File: src/rtl/mealy_prog.sv
`default_nettype none
// +--------------------------------------------------------------------------+
// | Module     : mealy_prog                                                  |
// | Description: Programmable table-driven Mealy machine. The transition     |
// |              table is loaded at run time through the cfg port and is     |
// |              indexed by {present state, input symbol}. Includes a        |
// |              synchronous restart, input qualification, write checking    |
// |              and a saturating step counter.                              |
// |              Optional: define MEALY_PROG_REGOUT_EN to register data_out. |
// | Revision   : 1.0 - initial release                                       |
// +--------------------------------------------------------------------------+
module mealy_prog #(
    parameter int IN_W        = 2,
    parameter int ST_W        = 3,
    parameter int OUT_W       = 1,
    parameter int N_STATES    = 5,
    parameter int START_STATE = 0,
    parameter int CNT_W       = 16
) (
    input  logic             clock,
    input  logic             reset,
    input  logic             run,
    input  logic             restart,
    input  logic             data_valid,
    input  logic [IN_W-1:0]  data_in,
    output logic [OUT_W-1:0] data_out,
    output logic [ST_W-1:0]  pres_state,
    input  logic             cfg_we,
    input  logic [ST_W-1:0]  cfg_state,
    input  logic [IN_W-1:0]  cfg_in,
    input  logic [ST_W-1:0]  cfg_next,
    input  logic [OUT_W-1:0] cfg_out,
    output logic             cfg_err,
    output logic [CNT_W-1:0] step_cnt
);

    localparam int              c_idx_w    = ST_W + IN_W;
    localparam int              c_depth    = 2 ** c_idx_w;
    localparam int              c_ent_w    = ST_W + OUT_W;
    localparam logic [ST_W-1:0] c_start    = ST_W'(START_STATE);
    localparam logic [ST_W:0]   c_n_states = (ST_W + 1)'(N_STATES);
    localparam logic [CNT_W-1:0] c_cnt_max = {CNT_W{1'b1}};

    logic                 w_step;
    logic [c_idx_w-1:0]   w_idx;
    logic [c_idx_w-1:0]   w_cfg_idx;
    logic                 w_cfg_ok;
    logic [c_ent_w-1:0]   w_table [c_depth];
    logic [c_ent_w-1:0]   w_entry;
    logic                 w_st_legal;
    logic [ST_W-1:0]      w_next;
    logic [OUT_W-1:0]     w_out_lut;

    logic [ST_W-1:0]      r_pres_state;
    logic [CNT_W-1:0]     r_step_cnt;
    logic                 r_cfg_err;

    assign w_step    = run & data_valid & ~restart;
    assign w_idx     = {r_pres_state, data_in};
    assign w_cfg_idx = {cfg_state, cfg_in};
    assign w_cfg_ok  = ({1'b0, cfg_state} < c_n_states) &&
                       ({1'b0, cfg_next}  < c_n_states);

    // One register per table entry; lookups read the pre-write contents.
    generate
        for (genvar gi = 0; gi < c_depth; gi++) begin : g_entry
            logic [c_ent_w-1:0] r_ent;

            always_ff @(posedge clock or negedge reset) begin
                if (!reset) begin
                    r_ent <= {c_start, {OUT_W{1'b0}}};
                end else if (cfg_we && w_cfg_ok &&
                             (w_cfg_idx == c_idx_w'(gi))) begin
                    r_ent <= {cfg_next, cfg_out};
                end
            end

            assign w_table[gi] = r_ent;
        end
    endgenerate

    assign w_entry    = w_table[w_idx];
    assign w_st_legal = ({1'b0, r_pres_state} < c_n_states);
    // An illegal present state falls back to the start state with zero output.
    assign w_next     = w_st_legal ? w_entry[c_ent_w-1 -: ST_W] : c_start;
    assign w_out_lut  = w_st_legal ? w_entry[OUT_W-1:0] : {OUT_W{1'b0}};

    always_ff @(posedge clock or negedge reset) begin
        if (!reset) begin
            r_pres_state <= c_start;
            r_step_cnt   <= {CNT_W{1'b0}};
            r_cfg_err    <= 1'b0;
        end else begin
            r_cfg_err <= cfg_we & ~w_cfg_ok;
            if (restart) begin
                r_pres_state <= c_start;
                r_step_cnt   <= {CNT_W{1'b0}};
            end else if (w_step) begin
                r_pres_state <= w_next;
                if (r_step_cnt != c_cnt_max) begin
                    r_step_cnt <= r_step_cnt + 1'b1;
                end
            end
        end
    end

`ifdef MEALY_PROG_REGOUT_EN
    logic [OUT_W-1:0] r_data_out;

    always_ff @(posedge clock or negedge reset) begin
        if (!reset) begin
            r_data_out <= {OUT_W{1'b0}};
        end else begin
            r_data_out <= w_step ? w_out_lut : {OUT_W{1'b0}};
        end
    end

    assign data_out = r_data_out;
`else
    assign data_out = w_step ? w_out_lut : {OUT_W{1'b0}};
`endif

    assign pres_state = r_pres_state;
    assign step_cnt   = r_step_cnt;
    assign cfg_err    = r_cfg_err;

endmodule
`default_nettype wire

File: config.mk
export PLATFORM = sky130hd
export DESIGN_NAME = mealy_prog
export DESIGN_NICKNAME = d
export VERILOG_FILES = /design/src/rtl/mealy_prog.sv
export SDC_FILE = /design/constraint.sdc
export NUM_CORES = 1
export LEC_CHECK = 0
export CAP_MARGIN = 20
export CORE_MARGIN = 1.5
export CORE_UTILIZATION = 52
export CTS_CLUSTER_DIAMETER = 80
export DETAILED_ROUTE_END_ITERATION = 10
export PLACE_DENSITY = 0.72
export REMOVE_ABC_BUFFERS = 1
export SLEW_MARGIN = 20
export SYNTH_ARGS = -nofsm -noshare
export SYNTH_HDL_FRONTEND = slang
export SYNTH_SLANG_ARGS = --single-unit
File: constraint.sdc
create_clock -name clock -period 3.45 [get_ports clock]
set_input_delay 1.035 -clock clock [delete_from_list [all_inputs] [get_ports clock]]
set_output_delay 1.035 -clock clock [all_outputs]
set_load 0.01 [all_outputs]
==> reports/metrics.yaml, run 1 <==
final_layout:
  drive_gt1_frac: 0.376
  diodes: 0
  seq_area_um2: 2500
  layout_common_cells: "dfrtp_1, mux2_2, clkdlybuf4s50_1"
  multi_input_area_um2: 2270
  fillers: 740
  syn2layout_area_growth_pct: 15.8
  final_common_cell: "dfrtp_1"
  nets: 424
  final_cell_area_um2: 5650
sta:
  report.final.setup_viol: 0
  slew_viol_final: 0
  slew_headroom: 0.556
  worst_pin_slew_ps: 663
  finalHoldViolations: 0
  hold_slack_ps: 508
  max_freq_mhz: 295
  fin_skew_ps: 12.6
  min_period_over_period: 0.983
  rsz0062_at_grt: "false"
  finalCriticalPeriod_ps: 3390
synth:
  synthSimpleGateAreaFrac: 0.107
  synth_edf_count: 0
  yosysTopAreaCellShare: 0.513
  yosysSeqAreaShare: 0.513
  synth-seq-cells: 100
  synthMuxAreaShare: 0.285
  ys_warn_count: 0
  netlist_area_um2: 4880
  synth_fa_ha_area_frac: 0.00257
  synth_compound_area_frac: 0.0642
  synth_area_leader_cell: "dfrtp_1"
  synth-main-ff-cell: "dfrtp_1"
  syn_area_per_cell_um2: 13.6
  synthCells: 359
  synth_top_family_by_area: "multiplexers"
  synth_cell_types: 51
  ys_async_sr_fraction: 1.00
  synthXorXnorAreaFrac: 0
  synthTopCellsByArea: "dfrtp_1, mux2_2, mux4_2"
critical_path:
  cp_num_buf_inv: 2
  critPathRequiredTime_ps: 2410
  crit_cells: 6
  cp-end-kind: "output port"
  worstPathMaxFanout: 2
  rr_worst_depth: 5
  cp_cell_sequence: "clkdlybuf4s50_1, nand4bb_4, nor3b_4, a22oi_1, o211ai_1, buf_2"
  cpLargestDelayFamily: "buffers and inverters"
  r2r_start: "step_cnt[0]"
  cp-start-kind: "input pin"
  cp_slowest_cell: "clkdlybuf4s50_1"
  slowest_delay_ps: 430
  worst_ep_arrival_time_ps: 2360
  r2r_slack_ps: 1450
  r2r-end: "step_cnt[10]"
  critPathKind: "in2out"
die:
  core_region_area_um2: 9150
  design.die.area_um2: 9970
  ios: 38
  dieHeight_um: 99.8
  fp-row-count: 35
  initial_core_util: 0.533
  dieWidth_um: 99.8
cts:
  clock-root-buffer: "clkbuf_8"
  cts.clk_slew.worst_paths_ps: 80
  cts_max_level: 3
  cts_hold_buf: 0
  tritoncts: "built"
  clock_latency_ps: 370
  clk_path_buf_depth: 2
  numCtsBuffers: 9
  cts.sinks: 100
detailed_routing:
  routed_via_density: 6.10
  post_drt_wl_per_cell_um: 20.1
  drt_iter0_drc: 133
  route.detailed.drc: 0
  ant_nets: 0
  drt_wl_total_mm: 10.5
  firstDrtPassIters: 4
  vias: 3177
power:
  irDropWorstVdd_mv: 0.270
  p_total_mw: 2.55
  leakage_nw: 2.43
  p_per_area_nw_per_um2: 451
hold_path:
  holdCritPathClass: "reg2reg"
  min_to: "g_entry[12].r_ent[2]"
  holdPathStages: 1
  min_from: "g_entry[12].r_ent[2]"
grt:
  antenna_found_initial: 0
  grt_max_degree: 65
  grt-ovfl-total: 0
  grt_pass1_wl_mm: 17.1
  grt_pass1_vias: 3241
  grt_use_total: 0.225
placed_design:
  dp_hpwl_mm: 7.36
  gp_congestion: 0.816
  numPortBuffers: 37
  placed_cell_area_um2: 5410
flow_run:
  max_cap_violations: 0
status:
  status: "finished, final reports clean"
-- state kept, by name, summed over array words and instances (netlist names) --
signal,cells
g_entry.r_ent,80
step_cnt,16
pres_state,3
cfg_err,1
-- Yosys cell counts, types with 5 or more instances --
library cell / n
mux4_2: 19
o211ai_1: 5
a21oi_1: 13
mux2i_1: 5
or4_1: 8
clkbuf_1: 11
dfrtp_1: 100
o31ai_1: 7
mux2_2: 81
nand2_1: 13
o21ai_0: 5
and4_1: 5
nor2_1: 14
nand3_1: 8
-- cell families after synthesis --
family          after synthesis
mux                         105
flops                       100
simple gates                 83
compound gates               46
buf+inv                      24
fa+ha+maj                     1
-- cell type report --
class | instances | share of cell area
flip-flops and latches | 100 | 0.443
multi-input cells | 235 | 0.403
repair buffers | 56 | 0.0915
well taps | 111 | 0.0246
clock buffers | 10 | 0.0244
clock inverters | 5 | 0.0106
inverters | 4 | 0.00266
-- report_power, final --
group,leakage [nW],internal (mW),switching (mW)
Combinational,0.999,0.229,0.148
Clock,0.0987,0.354,0.407
Sequential,1.33,1.32,0.0873
-- metal layers --
metal,part of all wire,wire (um),vias to the layer above,global-route usage
met4,0.020,210,0,0.0867
met1,0.46,4820,1629,0.311
met5,0,0,-,0
li1,-,-,1457,-
met3,0.030,310,17,0.0292
met2,0.49,5120,74,0.366
-- worst max-delay path by stage --
stage	startpoint	end	slack, ps
5_1_grt	restart	data_out	3
3_5_place_dp	data_in[0]	data_out	-730
2_1_floorplan	restart	data_out	600
3_3_place_gp	data_in[0]	data_out	-720
4_1_cts	restart	data_out	40
6_report	restart	data_out	60
-- worst register-to-register path, delay by kind of cell (launching register included) --
| family | cells | cell delay (ps) |
|---|---|---|
| AND/OR/NAND/NOR | 3 | 1030 |
| flip-flops | 1 | 500 |
| AO/OA/AOI/OAI | 1 | 160 |
| adder cells (fa/ha/maj) | 1 | 230 |
-- stage by stage --
step | TNS (ps) | util | std cells | setup slack, ps
after CTS | 0 | 0.615 | 521 | 35.7
after floorplan | 0 | - | 339 | 598
final | 0 | 0.617 | 521 | 57.9
after global routing | 0 | 0.617 | 521 | 2.60
after global placement | -722 | 0.591 | 505 | -722
after detailed placement | -730 | 0.591 | 505 | -730
-- timing repair --
item                                    CTS  global route
resized for setup                        13             3
endpoints found under the setup margin    1             1
pin swaps                                 3             1
buffers inserted                          1             0
(Power assumes the default switching activity.)
==> run 2, diff against run 1 <==
--- a/config.mk
+++ b/config.mk
@@ -7,10 +7,9 @@
 export LEC_CHECK = 0
 export CAP_MARGIN = 20
 export CORE_MARGIN = 1.5
-export CORE_UTILIZATION = 52
+export CORE_UTILIZATION = 45
 export CTS_CLUSTER_DIAMETER = 80
 export DETAILED_ROUTE_END_ITERATION = 10
-export PLACE_DENSITY = 0.72
 export REMOVE_ABC_BUFFERS = 1
 export SLEW_MARGIN = 20
 export SYNTH_ARGS = -nofsm -noshare
==> run 2 against run 1 <==
Effect of this change: power about the same; critical endpoint unchanged; first-iteration DRC count up 17%; critical path depth unchanged; highest routed layer unchanged; sequential share of layout area down 0.27 points; largest power group unchanged; global-route usage down 2.1 points; final cell count up 5.2%.
==> reports/metrics.yaml, run 2 (same netlist as run 1, synthesis figures left out) <==
power:
  leakage_nw: 2.46  # was 2.43 nW
  p_total_mw: 2.55  # about the same
  p_per_area_nw_per_um2: 448  # was 451 nW/um2
  irDropWorstVdd_mv: 0.213  # was 0.270 mV
die:
  design.die.area_um2: 11500  # was 9970 um2
  dieHeight_um: 107  # was 99.8 um
  ios: 38  # unchanged
  core_region_area_um2: 10400  # was 9150 um2
  initial_core_util: 0.468  # was 0.533
  dieWidth_um: 107  # was 99.8 um
  fp-row-count: 37  # was 35
final_layout:
  syn2layout_area_growth_pct: 16.5  # was 15.8%
  final_common_cell: "dfrtp_1"  # unchanged
  diodes: 0  # unchanged
  fillers: 904  # was 740
  drive_gt1_frac: 0.383  # was 0.376
  nets: 425  # was 424
  largest_reg_flops: 80  # unchanged
  top_register: "g_entry.r_ent"  # unchanged
  fin_util: 0.545  # was 0.617
  layout_common_cells: "dfrtp_1, mux2_2, clkdlybuf4s50_1"  # unchanged
cts:
  numCtsBuffers: 9  # unchanged
  cts_hold_buf: 0  # unchanged
  clk_path_buf_depth: 2  # unchanged
  cts.clk_slew.worst_paths_ps: 100  # was 80 ps
  cts_max_level: 3  # unchanged
  clock_latency_ps: 370  # about the same
  clock-root-buffer: "clkbuf_8"  # unchanged
  cts.sinks: 100  # unchanged
  tritoncts: "built"  # unchanged
sta:
  finalHoldViolations: 0  # unchanged
  slew_viol_final: 0  # unchanged
  max_freq_mhz: 296  # was 295 MHz
  fin_skew_ps: 11.5  # was 12.6 ps
  hold_slack_ps: 508  # about the same
  min_period_over_period: 0.978  # was 0.983
  report.final.setup_viol: 0  # unchanged
  rsz0062_at_grt: "false"  # unchanged
  setup_ws_ps: 74.3  # was 57.9 ps
  finalCriticalPeriod_ps: 3380  # was 3390 ps
  slew_headroom: 0.542  # was 0.556
  worst_pin_slew_ps: 685  # was 663 ps
critical_path:
  cp_slowest_cell: "clkdlybuf4s50_1"  # unchanged
  critPathKind: "in2out"  # unchanged
  worstPathMaxFanout: 2  # unchanged
  startpoint: "restart"  # unchanged
  critPathRequiredTime_ps: 2410  # about the same
  worst_ep_arrival_time_ps: 2340  # was 2360 ps
  cp-end-kind: "output port"  # unchanged
  cpLargestDelayFamily: "buffers and inverters"  # unchanged
  cp-start-kind: "input pin"  # unchanged
  cp_cell_sequence: "clkdlybuf4s50_1, nand4bb_4, nor3b_2, a22oi_1, o211ai_1, buf_2"  # was clkdlybuf4s50_1, nand4bb_4, nor3b_4, a22oi_1, o211ai_1, buf_2
  slowest_delay_ps: 430  # about the same
  cp_num_buf_inv: 2  # unchanged
  r2r_start: "step_cnt[0]"  # unchanged
grt:
  grt_max_degree: 47  # was 65
  grt_pass1_wl_mm: 17.7  # was 17.1 mm
  grt-ovfl-total: 0  # unchanged
  antenna_found_initial: 0  # unchanged
  grt_pass1_vias: 3343  # was 3241
  grt_use_total: 0.203  # was 0.225
detailed_routing:
  ant_nets: 0  # unchanged
  drt_iter0_drc: 156  # was 133
  routed_via_density: 5.78  # was 6.10
  firstDrtPassIters: 4  # unchanged
  vias: 3168  # was 3177
  route.detailed.drc: 0  # unchanged
  drt_wl_total_mm: 10.6  # was 10.5 mm
  post_drt_wl_per_cell_um: 19.3  # was 20.1 um
placed_design:
  dp_hpwl_mm: 7.53  # was 7.36 mm
  pre_cts_slack_ps: -631  # was -730 ps
  numPortBuffers: 37  # unchanged
  gp_congestion: 0.802  # was 0.816
status:
  status: "finished, final reports clean"  # unchanged
hold_path:
  holdCritPathClass: "reg2reg"  # unchanged
  min_from: "g_entry[14].r_ent[3]"  # was g_entry[12].r_ent[2]
flow_run:
  max_cap_violations: 0  # unchanged
-- run 2: cell count changes in the layout (fill, tap and decap cells not counted), sizes merged --
cell and delta:
inv +2, buf +1, clkinvlp -1, clkbuf -1
clkinv +1, dlymetal6s2s +2, dlygate4sd2 -2
-- run 2: layer usage --
| metal | wire length, um | GRT usage | up-vias |
|---|---|---|---|
| met1 | 4860 | 0.269 | 1613 |
| li1 | - | - | 1472 |
| met3 | 356 | 0.0383 | 17 |
| met5 | 0 | 0 | - |
| met4 | 198 | 0.0686 | 0 |
| met2 | 5140 | 0.337 | 66 |
-- run 2: final cells by class --
type / instances / area (um2) / area share
well taps: 136 / 170 / 0.0300
clock buffers: 9 / 124 / 0.0218
clock inverters: 7 / 71.3 / 0.0126
flip-flops and latches: 100 / 2500 / 0.441
multi-input cells: 235 / 2260 / 0.399
inverters: 4 / 15.0 / 0.00264
repair buffers: 57 / 533 / 0.0938
-- run 2: through the flow --
stage | cell area, um2 | setup TNS (ps) | std cells
after floorplan | 4750 | 0 | 339
after global placement | 5450 | -633 | 531
after detailed placement | 5450 | -631 | 531
after CTS | 5660 | 0 | 548
after global routing | 5680 | 0 | 548
final | 5680 | 0 | 548
-- run 2: final timing paths --
check,endpoint,slack [ps],cells past startpoint
min in group asynchronous,step_cnt[4],580,1
worst max register to register,step_cnt[4],1470,5
worst max-delay path,data_out,70,6
worst min register to register,g_entry[14].r_ent[3],510,1
worst min-delay path,g_entry[14].r_ent[3],510,1
max in group asynchronous,g_entry[15].r_ent[1],2200,2
-- run 2: power by group --
part | total [mW] | switching [mW] | internal [mW]
Combinational | 0.379 | 0.150 | 0.230
Clock | 0.762 | 0.422 | 0.340
Sequential | 1.40 | 0.0819 | 1.32
-- run 2: timing repair --
item,4_1_cts,5_1_grt
cloned,0,0
pin swaps,2,1
buffers inserted,1,0
setup endpoints to repair,1,1
gates resized for setup,12,5
-- run 2: worst reg2reg max path: stages, from the launching register on --
cell	delay, ps
dfrtp_1	490
ha_1	270
and4_1	260
and4_4	250
or4_1	480
a21oi_1	160
==> run 3, diff against run 2 <==
--- a/config.mk
+++ b/config.mk
@@ -10,6 +10,7 @@
 export CORE_UTILIZATION = 45
 export CTS_CLUSTER_DIAMETER = 80
 export DETAILED_ROUTE_END_ITERATION = 10
+export GPL_TIMING_DRIVEN = 1
 export REMOVE_ABC_BUFFERS = 1
 export SLEW_MARGIN = 20
 export SYNTH_ARGS = -nofsm -noshare
==> results of run 3 <==
No change in the layout: final DEF, timing and power equal those of run 2.
